$ cat src/rtl/muldiv_ctrl_pkg.sv
// Shared definitions for the RV32M iterative multiply/divide sequencer:
// funct3 encodings, FSM state type, iteration count and op-decode helpers.
package muldiv_ctrl_pkg;

    localparam int MULDIV_ITER = 32;

    localparam logic [2:0] MULDIV_OP_MUL    = 3'b000;
    localparam logic [2:0] MULDIV_OP_MULH   = 3'b001;
    localparam logic [2:0] MULDIV_OP_MULHSU = 3'b010;
    localparam logic [2:0] MULDIV_OP_MULHU  = 3'b011;
    localparam logic [2:0] MULDIV_OP_DIV    = 3'b100;
    localparam logic [2:0] MULDIV_OP_DIVU   = 3'b101;
    localparam logic [2:0] MULDIV_OP_REM    = 3'b110;
    localparam logic [2:0] MULDIV_OP_REMU   = 3'b111;

    typedef enum logic [1:0] {
        IDLE = 2'd0,
        MUL  = 2'd1,
        DIV  = 2'd2,
        DONE = 2'd3
    } state_t;

    function automatic logic op_is_div(input logic [2:0] op);
        return op[2];
    endfunction

    function automatic logic op_is_rem(input logic [2:0] op);
        return op == MULDIV_OP_REM || op == MULDIV_OP_REMU;
    endfunction

    function automatic logic op_rs1_signed(input logic [2:0] op);
        return op == MULDIV_OP_MULH || op == MULDIV_OP_MULHSU ||
               op == MULDIV_OP_DIV  || op == MULDIV_OP_REM;
    endfunction

    function automatic logic op_rs2_signed(input logic [2:0] op);
        return op == MULDIV_OP_MULH || op == MULDIV_OP_DIV || op == MULDIV_OP_REM;
    endfunction

    // Only MUL returns the low product word; MULH/MULHSU/MULHU return the high word.
    function automatic logic op_low_word(input logic [2:0] op);
        return op == MULDIV_OP_MUL;
    endfunction

    function automatic logic op_signed_div(input logic [2:0] op);
        return op == MULDIV_OP_DIV || op == MULDIV_OP_REM;
    endfunction

    function automatic logic op_unused_check(input logic [2:0] op);
        return op == MULDIV_OP_MULHU || op == MULDIV_OP_DIVU || op == MULDIV_OP_REMU;
    endfunction

endpackage

$ cat src/rtl/muldiv_ctrl_if.sv
// Request/response handshake bundle between EX issue, the M-unit and writeback,
// plus the flush input and busy stall output.
interface muldiv_ctrl_if #(
    parameter int DATA_WIDTH = 32
);
    logic                  req_valid;
    logic                  req_ready;
    logic [2:0]            req_op;
    logic [DATA_WIDTH-1:0] req_rs1;
    logic [DATA_WIDTH-1:0] req_rs2;
    logic                  flush;
    logic                  resp_valid;
    logic                  resp_ready;
    logic [DATA_WIDTH-1:0] resp_data;
    logic                  busy;

    modport master (
        output req_valid, req_op, req_rs1, req_rs2, flush, resp_ready,
        input  req_ready, resp_valid, resp_data, busy
    );

    modport slave (
        input  req_valid, req_op, req_rs1, req_rs2, flush, resp_ready,
        output req_ready, resp_valid, resp_data, busy
    );
endinterface

$ cat src/rtl/muldiv_divstep.sv
// One restoring-division step: shift the remainder/quotient pair left by one,
// trial-subtract the divisor and restore on borrow.
module muldiv_divstep #(
    parameter int DATA_WIDTH = 32
) (
    input  logic [DATA_WIDTH-1:0] rem,
    input  logic [DATA_WIDTH-1:0] quot,
    input  logic [DATA_WIDTH-1:0] divisor,
    output logic [DATA_WIDTH-1:0] rem_next,
    output logic [DATA_WIDTH-1:0] quot_next
);
    logic [DATA_WIDTH:0]   shifted;
    logic [DATA_WIDTH-1:0] diff;
    logic                  borrow;

    assign shifted = {rem, quot[DATA_WIDTH-1]};

    // rem < divisor always holds, so a set carry-out bit guarantees no borrow and
    // the true difference fits in DATA_WIDTH bits.
    assign borrow    = ~shifted[DATA_WIDTH] & (shifted[DATA_WIDTH-1:0] < divisor);
    assign diff      = shifted[DATA_WIDTH-1:0] - divisor;
    assign rem_next  = borrow ? shifted[DATA_WIDTH-1:0] : diff;
    assign quot_next = {quot[DATA_WIDTH-2:0], ~borrow};
endmodule

$ cat src/rtl/muldiv_ctrl.sv
// Iterative RV32M sequencer: 32-step shift-add multiply or restoring divide on
// operand magnitudes, with sign fix-up on the final step and a held result.
module muldiv_ctrl
    import muldiv_ctrl_pkg::*;
#(
    parameter int DATA_WIDTH = 32
) (
    input  logic          clk,
    input  logic          rst_n,
    muldiv_ctrl_if.slave  bus
);
    localparam int W = DATA_WIDTH;
    localparam logic [4:0] LAST_STEP = 5'(MULDIV_ITER - 1);

    state_t         state_reg, state_next;
    logic [4:0]     cnt_reg, cnt_next;
    logic [2:0]     op_reg, op_next;
    logic           neg_reg, neg_next;
    logic [W-1:0]   opnd_reg, opnd_next;
    logic [2*W-1:0] prod_reg, prod_next;
    logic [W-1:0]   resp_data_reg, resp_data_next;

    // Accept-cycle decode
    logic         accept;
    logic         rs1_neg, rs2_neg;
    logic [W-1:0] rs1_mag, rs2_mag;
    logic         div_by_zero, div_ovf;

    assign accept      = bus.req_valid & (state_reg == IDLE) & ~bus.flush;
    assign rs1_neg     = op_rs1_signed(bus.req_op) & bus.req_rs1[W-1];
    assign rs2_neg     = op_rs2_signed(bus.req_op) & bus.req_rs2[W-1];
    assign rs1_mag     = rs1_neg ? -bus.req_rs1 : bus.req_rs1;
    assign rs2_mag     = rs2_neg ? -bus.req_rs2 : bus.req_rs2;
    assign div_by_zero = (bus.req_rs2 == '0);
    assign div_ovf     = op_signed_div(bus.req_op) &&
                         (bus.req_rs1 == {1'b1, {(W-1){1'b0}}}) &&
                         (bus.req_rs2 == '1);

    // Multiply step: upper half accumulates the multiplicand, LSB of the lower half
    // is the current multiplier bit, and the whole register shifts right.
    logic [W:0]     mul_sum;
    logic [2*W-1:0] mul_step, mul_signed;
    logic [W-1:0]   mul_result;

    assign mul_sum    = {1'b0, prod_reg[2*W-1:W]} + (prod_reg[0] ? {1'b0, opnd_reg} : '0);
    assign mul_step   = {mul_sum, prod_reg[W-1:1]};
    assign mul_signed = neg_reg ? -mul_step : mul_step;
    assign mul_result = op_low_word(op_reg) ? mul_signed[W-1:0] : mul_signed[2*W-1:W];

    // Divide step: upper half holds the partial remainder, lower half the
    // dividend shifting out as quotient bits shift in.
    logic [W-1:0] div_rem, div_quot, div_result;

    muldiv_divstep #(
        .DATA_WIDTH (W)
    ) u_divstep (
        .rem       (prod_reg[2*W-1:W]),
        .quot      (prod_reg[W-1:0]),
        .divisor   (opnd_reg),
        .rem_next  (div_rem),
        .quot_next (div_quot)
    );

    assign div_result = op_is_rem(op_reg) ? (neg_reg ? -div_rem  : div_rem)
                                          : (neg_reg ? -div_quot : div_quot);

    always_comb begin
        state_next     = state_reg;
        cnt_next       = cnt_reg;
        op_next        = op_reg;
        neg_next       = neg_reg;
        opnd_next      = opnd_reg;
        prod_next      = prod_reg;
        resp_data_next = resp_data_reg;

        case (state_reg)
            IDLE: begin
                if (accept) begin
                    op_next  = bus.req_op;
                    cnt_next = '0;
                    if (!op_is_div(bus.req_op)) begin
                        neg_next   = rs1_neg ^ rs2_neg;
                        opnd_next  = rs1_mag;
                        prod_next  = {{W{1'b0}}, rs2_mag};
                        state_next = MUL;
                    end else begin
                        // Remainder follows the dividend; quotient follows the sign product.
                        neg_next  = op_is_rem(bus.req_op) ? rs1_neg : (rs1_neg ^ rs2_neg);
                        opnd_next = rs2_mag;
                        prod_next = {{W{1'b0}}, rs1_mag};
                        if (div_by_zero) begin
                            resp_data_next = op_is_rem(bus.req_op) ? bus.req_rs1 : '1;
                            state_next     = DONE;
                        end else if (div_ovf) begin
                            resp_data_next = op_is_rem(bus.req_op) ? '0 : bus.req_rs1;
                            state_next     = DONE;
                        end else begin
                            state_next = DIV;
                        end
                    end
                end
            end
            MUL: begin
                prod_next = mul_step;
                if (cnt_reg == LAST_STEP) begin
                    resp_data_next = mul_result;
                    state_next     = DONE;
                end else begin
                    cnt_next = cnt_reg + 5'd1;
                end
            end
            DIV: begin
                prod_next = {div_rem, div_quot};
                if (cnt_reg == LAST_STEP) begin
                    resp_data_next = div_result;
                    state_next     = DONE;
                end else begin
                    cnt_next = cnt_reg + 5'd1;
                end
            end
            DONE: begin
                if (bus.resp_ready) begin
                    state_next = IDLE;
                end
            end
            default: state_next = IDLE;
        endcase

        // Flush discards everything in flight, including a result that would land now.
        if (bus.flush) begin
            state_next     = IDLE;
            resp_data_next = resp_data_reg;
        end
    end

    always_ff @(posedge clk) begin
        if (!rst_n) begin
            state_reg     <= IDLE;
            cnt_reg       <= '0;
            op_reg        <= '0;
            neg_reg       <= 1'b0;
            opnd_reg      <= '0;
            prod_reg      <= '0;
            resp_data_reg <= '0;
        end else begin
            state_reg     <= state_next;
            cnt_reg       <= cnt_next;
            op_reg        <= op_next;
            neg_reg       <= neg_next;
            opnd_reg      <= opnd_next;
            prod_reg      <= prod_next;
            resp_data_reg <= resp_data_next;
        end
    end

    assign bus.req_ready  = (state_reg == IDLE);
    assign bus.busy       = (state_reg != IDLE);
    assign bus.resp_valid = (state_reg == DONE);
    assign bus.resp_data  = resp_data_reg;
endmodule

$ cat src/flat_wrapper.sv
// flat-port wrapper written by rule: the top's interface ports become plain ports
module muldiv_ctrl_flat import muldiv_ctrl_pkg::*;
#(
    parameter int DATA_WIDTH = 32
)
  (clk, rst_n, bus_req_valid, bus_req_op, bus_req_rs1, bus_req_rs2, bus_flush, bus_resp_ready, bus_req_ready, bus_resp_valid, bus_resp_data, bus_busy);
  muldiv_ctrl_if #(.DATA_WIDTH(DATA_WIDTH)) bus_i ();
  input  logic clk;
  input  logic rst_n;
  input wire logic [$bits(bus_i.req_valid)-1:0] bus_req_valid;
  input wire logic [$bits(bus_i.req_op)-1:0] bus_req_op;
  input wire logic [$bits(bus_i.req_rs1)-1:0] bus_req_rs1;
  input wire logic [$bits(bus_i.req_rs2)-1:0] bus_req_rs2;
  input wire logic [$bits(bus_i.flush)-1:0] bus_flush;
  input wire logic [$bits(bus_i.resp_ready)-1:0] bus_resp_ready;
  output wire logic [$bits(bus_i.req_ready)-1:0] bus_req_ready;
  output wire logic [$bits(bus_i.resp_valid)-1:0] bus_resp_valid;
  output wire logic [$bits(bus_i.resp_data)-1:0] bus_resp_data;
  output wire logic [$bits(bus_i.busy)-1:0] bus_busy;
  assign bus_i.req_valid = bus_req_valid;
  assign bus_i.req_op = bus_req_op;
  assign bus_i.req_rs1 = bus_req_rs1;
  assign bus_i.req_rs2 = bus_req_rs2;
  assign bus_i.flush = bus_flush;
  assign bus_i.resp_ready = bus_resp_ready;
  assign bus_req_ready = bus_i.req_ready;
  assign bus_resp_valid = bus_i.resp_valid;
  assign bus_resp_data = bus_i.resp_data;
  assign bus_busy = bus_i.busy;
  muldiv_ctrl #(.DATA_WIDTH(DATA_WIDTH)) u_core (.clk(clk), .rst_n(rst_n), .bus(bus_i));
endmodule
$ cat config.mk
export PLATFORM = sky130hd
export DESIGN_NAME = muldiv_ctrl_flat
export DESIGN_NICKNAME = d
export VERILOG_FILES = /design/src/rtl/muldiv_ctrl_pkg.sv /design/src/rtl/muldiv_ctrl_if.sv /design/src/rtl/muldiv_divstep.sv /design/src/rtl/muldiv_ctrl.sv /design/src/flat_wrapper.sv
export SDC_FILE = /design/constraint.sdc
export NUM_CORES = 1
export LEC_CHECK = 0
export ABC_AREA = 1
export ABC_CLOCK_PERIOD_IN_PS = 3900
export BUFFER_PORTS_ARGS = -buffer_cell sky130_fd_sc_hd__buf_2
export CAP_MARGIN = 20
export CELL_PAD_IN_SITES_DETAIL_PLACEMENT = 2
export CELL_PAD_IN_SITES_GLOBAL_PLACEMENT = 2
export CORE_MARGIN = 3
export CORE_UTILIZATION = 32
export DETAILED_ROUTE_END_ITERATION = 16
export GPL_TIMING_DRIVEN = 0
export PLACE_DENSITY = 0.81
export SYNTH_ARGS = -nofsm -noshare
export SYNTH_HDL_FRONTEND = slang
export SYNTH_SLANG_ARGS = --single-unit
export TNS_END_PERCENT = 10
$ cat constraint.sdc
create_clock -name clk -period 3.9 [get_ports clk]
set_input_delay 0.39 -clock clk [delete_from_list [all_inputs] [get_ports clk]]
set_output_delay 0.39 -clock clk [all_outputs]
set_load 0.01 [all_outputs]
==> out/qor.txt, run 1 <==
Num CTS Buffers: 17
drt via density: 6.095
Yosys top cell by area: nand2_1
clock slew at reported path FFs: 70 ps
Layout Skew: 18.82 ps
placed instance area: 0.01987 mm^2
final instance area: 0.02278 mm^2
Hold Path Class: primary input to flip-flop
synthesized cell area: 0.01841 mm^2
vias in the first global route: 27220
routed vias: 26620
Max FO, Critical Path: 10
final worst-path cycle share: 108.1%
number of flops mapped to enable cells by yosys: 0
Clock Tree Buf Depth: 2
post-route ant nets: 0
Total GRT Usage: 41.02%
Hold Violations, Final: 0
Slew HR: 20.71%
Worst setup EP type: flip-flop
Crit. Startpoint: u_core.neg_reg
ys flop type: dfxtp_1
Syn Nets: 3563
Worst Setup Start Kind: flip-flop
Area Overhead vs Synth: 23.75%
hold path start: bus_req_rs1[0]
First DRT Iteration DRCs: 2365
top-area cell type share of the netlist area: 20.60%
Setup TNS: -5016 ps
Slew @ Worst Pin: 1189 ps
ys async rst share: 0%
H-tree lvl count: 4
number of max-cap violations: 0
chip height: 245.8 um
Max IR drop VDD: 0.2498 mV
Place WS: -1525 ps
register area share after synthesis: 15.12%
Skew-Pair Late Insertion Delay: 480 ps
RSZ-0062 raised after global routing: true
Site Rows: 87
Initial Utilization: 32.52%
crit path DAT: 4540 ps
Power Dens Cells: 299.0 mW/mm^2
post-synthesis cell count: 3414
total core area: 0.05660 mm^2
final setup violation count: 28
final net count: 3745
cell leakage power: 0.01054 uW
antenna violations before repair: 10
max reg flops: 64
PortBufs: 104
largest net degree at the start of global routing: 17
clock sink count: 139
Synth Register Bits: 139
Area contributors post-synth: nand2_1, dfxtp_1, inv_1, nand3_1, o21ai_0
Slew Limit Fails: 0
CP Class: flip-flop to flip-flop
DIE AREA: 0.06044 mm^2
gr ovfl total: 0
status: finished, violations left
Ys Warns: 0
drt drc: 0
root buf cell: clkbuf_16
fin util: 40.24%
Final GP Congestion: 0.9963
violated checks: setup timing
Die X: 245.8 um
synth cell count leaders: nand2_1, inv_1, nor2_1
Period minus WS final: 4216 ps
drt first pass iters: 6
CTS tree: built
achievable frequency: 237.2 MHz
Detail Placement HPWL: 105400 um
Post-Route WL: 136100 um
most frequent cell after synthesis: nand2_1
syn_area_per_cell: 5.392 um^2
layout cell share with drive strength beyond 1: 18.12%
first-pass GRT wire length: 182600 um
final setup margin: -316.4 ps
synth unique cells: 54
reg2reg start: u_core.neg_reg
WP data required: 4220 ps
Ports: 107
routed len/inst: 31.17 um
-- worst paths after layout --
check        slack, ps                  endpoint  cells after the start
max reg2reg       -320  u_core.bus.resp_data[19]                     10
min                240        u_core.opnd_reg[0]                      3
max               -320  u_core.bus.resp_data[19]                     10
min reg2reg        500         u_core.cnt_reg[4]                      2
-- cell usage in the layout, fill, tap and decap left out, types with 7 or more instances in the layout --
master,count
a21oi_1,187
a21oi_2,31
a21oi_4,9
a22oi_1,7
a31oi_1,47
buf_1,20
buf_2,112
buf_4,60
clkbuf_1,97
clkbuf_16,18
dfxtp_1,112
dfxtp_2,23
ha_1,44
ha_2,21
ha_4,10
inv_1,457
inv_2,33
nand2_1,913
nand2_2,77
nand2_4,47
nand3_1,214
nand3_2,35
nand3_4,13
nand3b_1,17
nand4_1,42
nor2_1,261
nor2_2,44
nor2_4,40
nor3_1,48
nor4_1,10
o211ai_1,34
o21ai_0,225
o21ai_1,18
o21ai_2,14
o21ai_4,10
o21bai_1,13
o221ai_1,15
o22ai_1,60
or2_2,8
xor2_1,70
-- critical path, cell delays in order, from the launching register on --
cell	delay, ps
dfxtp_1	320
clkbuf_1	710
buf_1	880
clkbuf_1	800
o21ai_0	350
nand3_1	230
nand2_1	120
o21ai_1	320
nand2_2	170
nand2_1	90
a21oi_1	60
-- final cells by class --
| type | instances | area (um^2) |
|---|---|---|
| fill | 7224 | 33820 |
| inverter | 499 | 1884 |
| tap | 756 | 945.9 |
| clock inverter | 14 | 160.2 |
| sequential | 139 | 2826 |
| timing repair buffer | 163 | 963.4 |
| buffer | 138 | 638.1 |
| multi-input combinational | 2638 | 14930 |
| antenna | 2 | 5.005 |
| clock buffer | 18 | 429.2 |
-- cell families after synthesis --
family | share of synthesized area (%)
and+or+nand+nor | 40.73
AOI/OAI and AO/OA | 21.65
buffers and inverters | 13.38
DFF | 15.12
xor gates and xnor gates | 3.806
adders and majority gates | 5.315
-- stage by stage --
stage	std cells	power, uW	hold slack [ps]
floorplan	3414	3261	444.0
global placement	4274	4395	455.9
detailed placement	4274	4500	482.1
CTS	4321	6356	229.4
global route	4365	7022	271.1
finish	4367	6812	238.5
-- what timing repair did --
item,in CTS,in global routing
setup endpoints to repair,42,37
pin swaps,28,85
hold buffers,0,0
gates cloned,1,0
resized for setup,224,307
setup buffers,15,44
-- report_power, final --
group | switching, uW | total (uW) | internal [uW] | leakage [uW]
Clock | 773 | 1730 | 954 | 0.000286
Sequential | 130 | 1620 | 1490 | 0.00114
Combinational | 2550 | 3470 | 915 | 0.00911
-- layer usage --
metal  GRT usage, %  share of wire [%]  vias to the layer above
met5              0              0.051                        -
met4          26.68                8.6                       10
met3          7.327                8.1                      542
met2          67.51                 45                     1348
met1          49.04                 39                    13190
li1               -                  -                    11520
(Power assumes the default switching activity.)
==> run 2, diff against run 1 <==
==> constraint.sdc (replaced) <==
create_clock -name clk -period 3.9 [get_ports clk]
set_input_delay 0.78 -clock clk [delete_from_list [all_inputs] [get_ports clk]]
set_output_delay 0.78 -clock clk [all_outputs]
set_load 0.01 [all_outputs]
==> run 2 against run 1 <==
  * The run still ends with setup timing left
  * Final area rose by 0.23%
  * Non-clock buffer count rose by 2
  * Core utilization rose by 0.093 points
  * Critical path depth rose by 15
  * Clock skew barely moved
  * Critical path type unchanged
  * Critical endpoint is now u_core.bus.resp_data[30]
  * Largest power group unchanged
==> out/qor.txt, run 2 (synthesis results as in run 1) <==
Final GP Congestion: 0.9963 (unchanged)
Max IR drop VDD: 0.2503 mV (+0.20%)
Setup TNS: -3182 ps (+1835 ps)
final instance area: 0.02283 mm^2 (+0.23%)
vias in the first global route: 27220 (unchanged)
Crit. Startpoint: u_core.opnd_reg[5]
Layout Skew: 19.24 ps (+0.4215 ps)
Max FO, Critical Path: 10 (unchanged)
RSZ-0062 raised after global routing: true
WP data required: 4230 ps (about the same)
Clock Tree Buf Depth: 2 (unchanged)
CTS tree: built
Hold Path Class: flip-flop to flip-flop
final net count: 3747 (+0.053%)
commonest non-fill, non-tap cell in the layout: nand2_1
Worst Setup Start Kind: flip-flop
final worst-path cycle share: 108.0% (about the same)
max reg flops: 64 (unchanged)
routed vias: 26820 (+0.77%)
Slew Limit Fails: 0 (unchanged)
clock sink count: 139 (unchanged)
routed len/inst: 31.43 um (+0.80%)
Critical Path End: u_core.bus.resp_data[30]
Detail Placement HPWL: 105400 um (unchanged)
Power Dens Cells: 299.5 mW/mm^2 (+0.15%)
Site Rows: 87 (unchanged)
violated checks: setup timing
First DRT Iteration DRCs: 2264 (-4.3%)
clock slew at reported path FFs: 70 ps (about the same)
Hold Violations, Final: 0 (unchanged)
flop2flop setup slack: -310 ps (about the same)
Total GRT Usage: 41.02% (unchanged)
drt via density: 6.134 (+0.65%)
Slew HR: 20.62% (-0.089 points)
Num CTS Buffers: 17 (unchanged)
highest-count cells in the layout ignoring fill and taps: nand2_1, inv_1, nor2_1
root buf cell: clkbuf_16
gr ovfl total: 0 (unchanged)
drt first pass iters: 5 (-1)
crit path DAT: 4540 ps (about the same)
RR Endpoint: u_core.bus.resp_data[30]
cell leakage power: 0.01055 uW (about the same)
Post-Route WL: 137400 um (+0.92%)
Period minus WS final: 4214 ps (-2.594 ps)
Ports: 107 (unchanged)
number of max-cap violations: 0 (unchanged)
Worst setup EP type: flip-flop
total core area: 0.05660 mm^2 (unchanged)
Area Overhead vs Synth: 24.03%
post-route ant nets: 0 (unchanged)
max layer used: met5
achievable frequency: 237.3 MHz (about the same)
met3 wire length: 11700 um (+6.1%)
Die X: 245.8 um (unchanged)
Slew @ Worst Pin: 1191 ps (+1.333 ps)
met1 WL: 52280 um (-0.59%)
reg2reg path depth: 25 (+15)
Min-Delay Path Depth: 2 (-1)
CP Class: flip-flop to flip-flop
reg2reg start: u_core.opnd_reg[5]
first-pass GRT wire length: 182600 um (unchanged)
PortBufs: 104 (unchanged)
placed instance area: 0.01987 mm^2 (unchanged)
largest net degree at the start of global routing: 17 (unchanged)
final setup violation count: 28 (unchanged)
metal2 WL: 61510 um (+1.3%)
Skew-Pair Late Insertion Delay: 490 ps (about the same)
drt drc: 0 (unchanged)
status: finished, violations left
final setup margin: -313.8 ps (+2.594 ps)
antenna violations before repair: 7 (-3)
layout cell share with drive strength beyond 1: 18.58% (+0.46 points)
chip height: 245.8 um (unchanged)
Initial Utilization: 32.52% (unchanged)
cts hold-fix bufs: 0 (unchanged)
DIE AREA: 0.06044 mm^2 (unchanged)
H-tree lvl count: 4 (unchanged)
Power, Total: 6838 uW (+0.38%)
-- run 2: cell types whose count changed in the layout (fill, tap and decap cells not counted), sizes merged --
| cell | previous run | this run |
|---|---|---|
| buf | 198 | 200 |
| diode | 2 | 5 |
-- run 2: worst min-delay path by stage --
stage	slack, ps	end	startpoint
after floorplan	440	u_core.cnt_reg[4]	u_core.cnt_reg[4]
after global placement	460	u_core.cnt_reg[4]	u_core.cnt_reg[4]
after detailed placement	480	u_core.cnt_reg[4]	u_core.cnt_reg[4]
after CTS	490	u_core.cnt_reg[4]	u_core.cnt_reg[4]
after global routing	520	u_core.cnt_reg[4]	u_core.cnt_reg[4]
final	500	u_core.cnt_reg[4]	u_core.cnt_reg[4]
-- run 2: report_power, final --
group | switching (uW) | leakage [uW] | total [uW] | internal, uW
sequential | 131 | 0.00114 | 1620 | 1490
combinational | 2570 | 0.00912 | 3490 | 913
clock | 779 | 0.000286 | 1730 | 954
-- run 2: critical path, stage by stage (launching register included) --
cell and delay, ps:
dfxtp_2 420, inv_1 170, ha_4 270, nand2_1 70, nand2_1 170, a21oi_2 290, nand2_4 130, nand2_4 80
nand2_4 80, nand2_4 110, nand2_4 70, buf_12 160, buf_8 160, or2_1 240, nand2_4 200, nand2_1 170
nor2_2 180, nand3_1 120, nand2_1 110, nand3_1 130, nand2_1 150, nand3_1 130, nand2_1 150, nand2_2 90
nand2_1 100, a21oi_2 60
-- run 2: repair_timing --
action / in CTS / in global routing
resized for setup: 224 / 321
cloned: 1 / 0
buffers inserted: 15 / 46
setup endpoints to repair: 42 / 42
pin swaps: 28 / 92
-- run 2: final cells by class --
| class | count | area [um^2] |
|---|---|---|
| Fill cell | 7223 | 33770 |
| Clock buffer | 18 | 429.2 |
| Antenna cell | 5 | 12.51 |
| Sequential cell | 139 | 2826 |
| Timing Repair Buffer | 165 | 978.4 |
| Inverter | 499 | 1884 |
| Multi-Input combinational cell | 2638 | 14950 |
| Tap cell | 756 | 945.9 |
| Buffer | 138 | 640.6 |
| Clock inverter | 14 | 160.2 |
-- run 2: through the flow --
step	worst slack (ps)	cells	utilization, %	hold slack (ps)
after CTS	-27.05	4321	37.72	492.0
after detailed placement	-1525	4274	35.11	482.1
after floorplan	409.0	3414	-	444.0
final	-313.8	4372	40.34	495.6
after global routing	-372.0	4367	40.31	517.7
after global placement	-1347	4274	35.11	455.9
-- run 2: routing by layer --
layer	vias up	global-route usage, %
met4	4	26.68
met5	-	0
met1	13310	49.04
met3	558	7.327
li1	11520	-
met2	1428	67.51
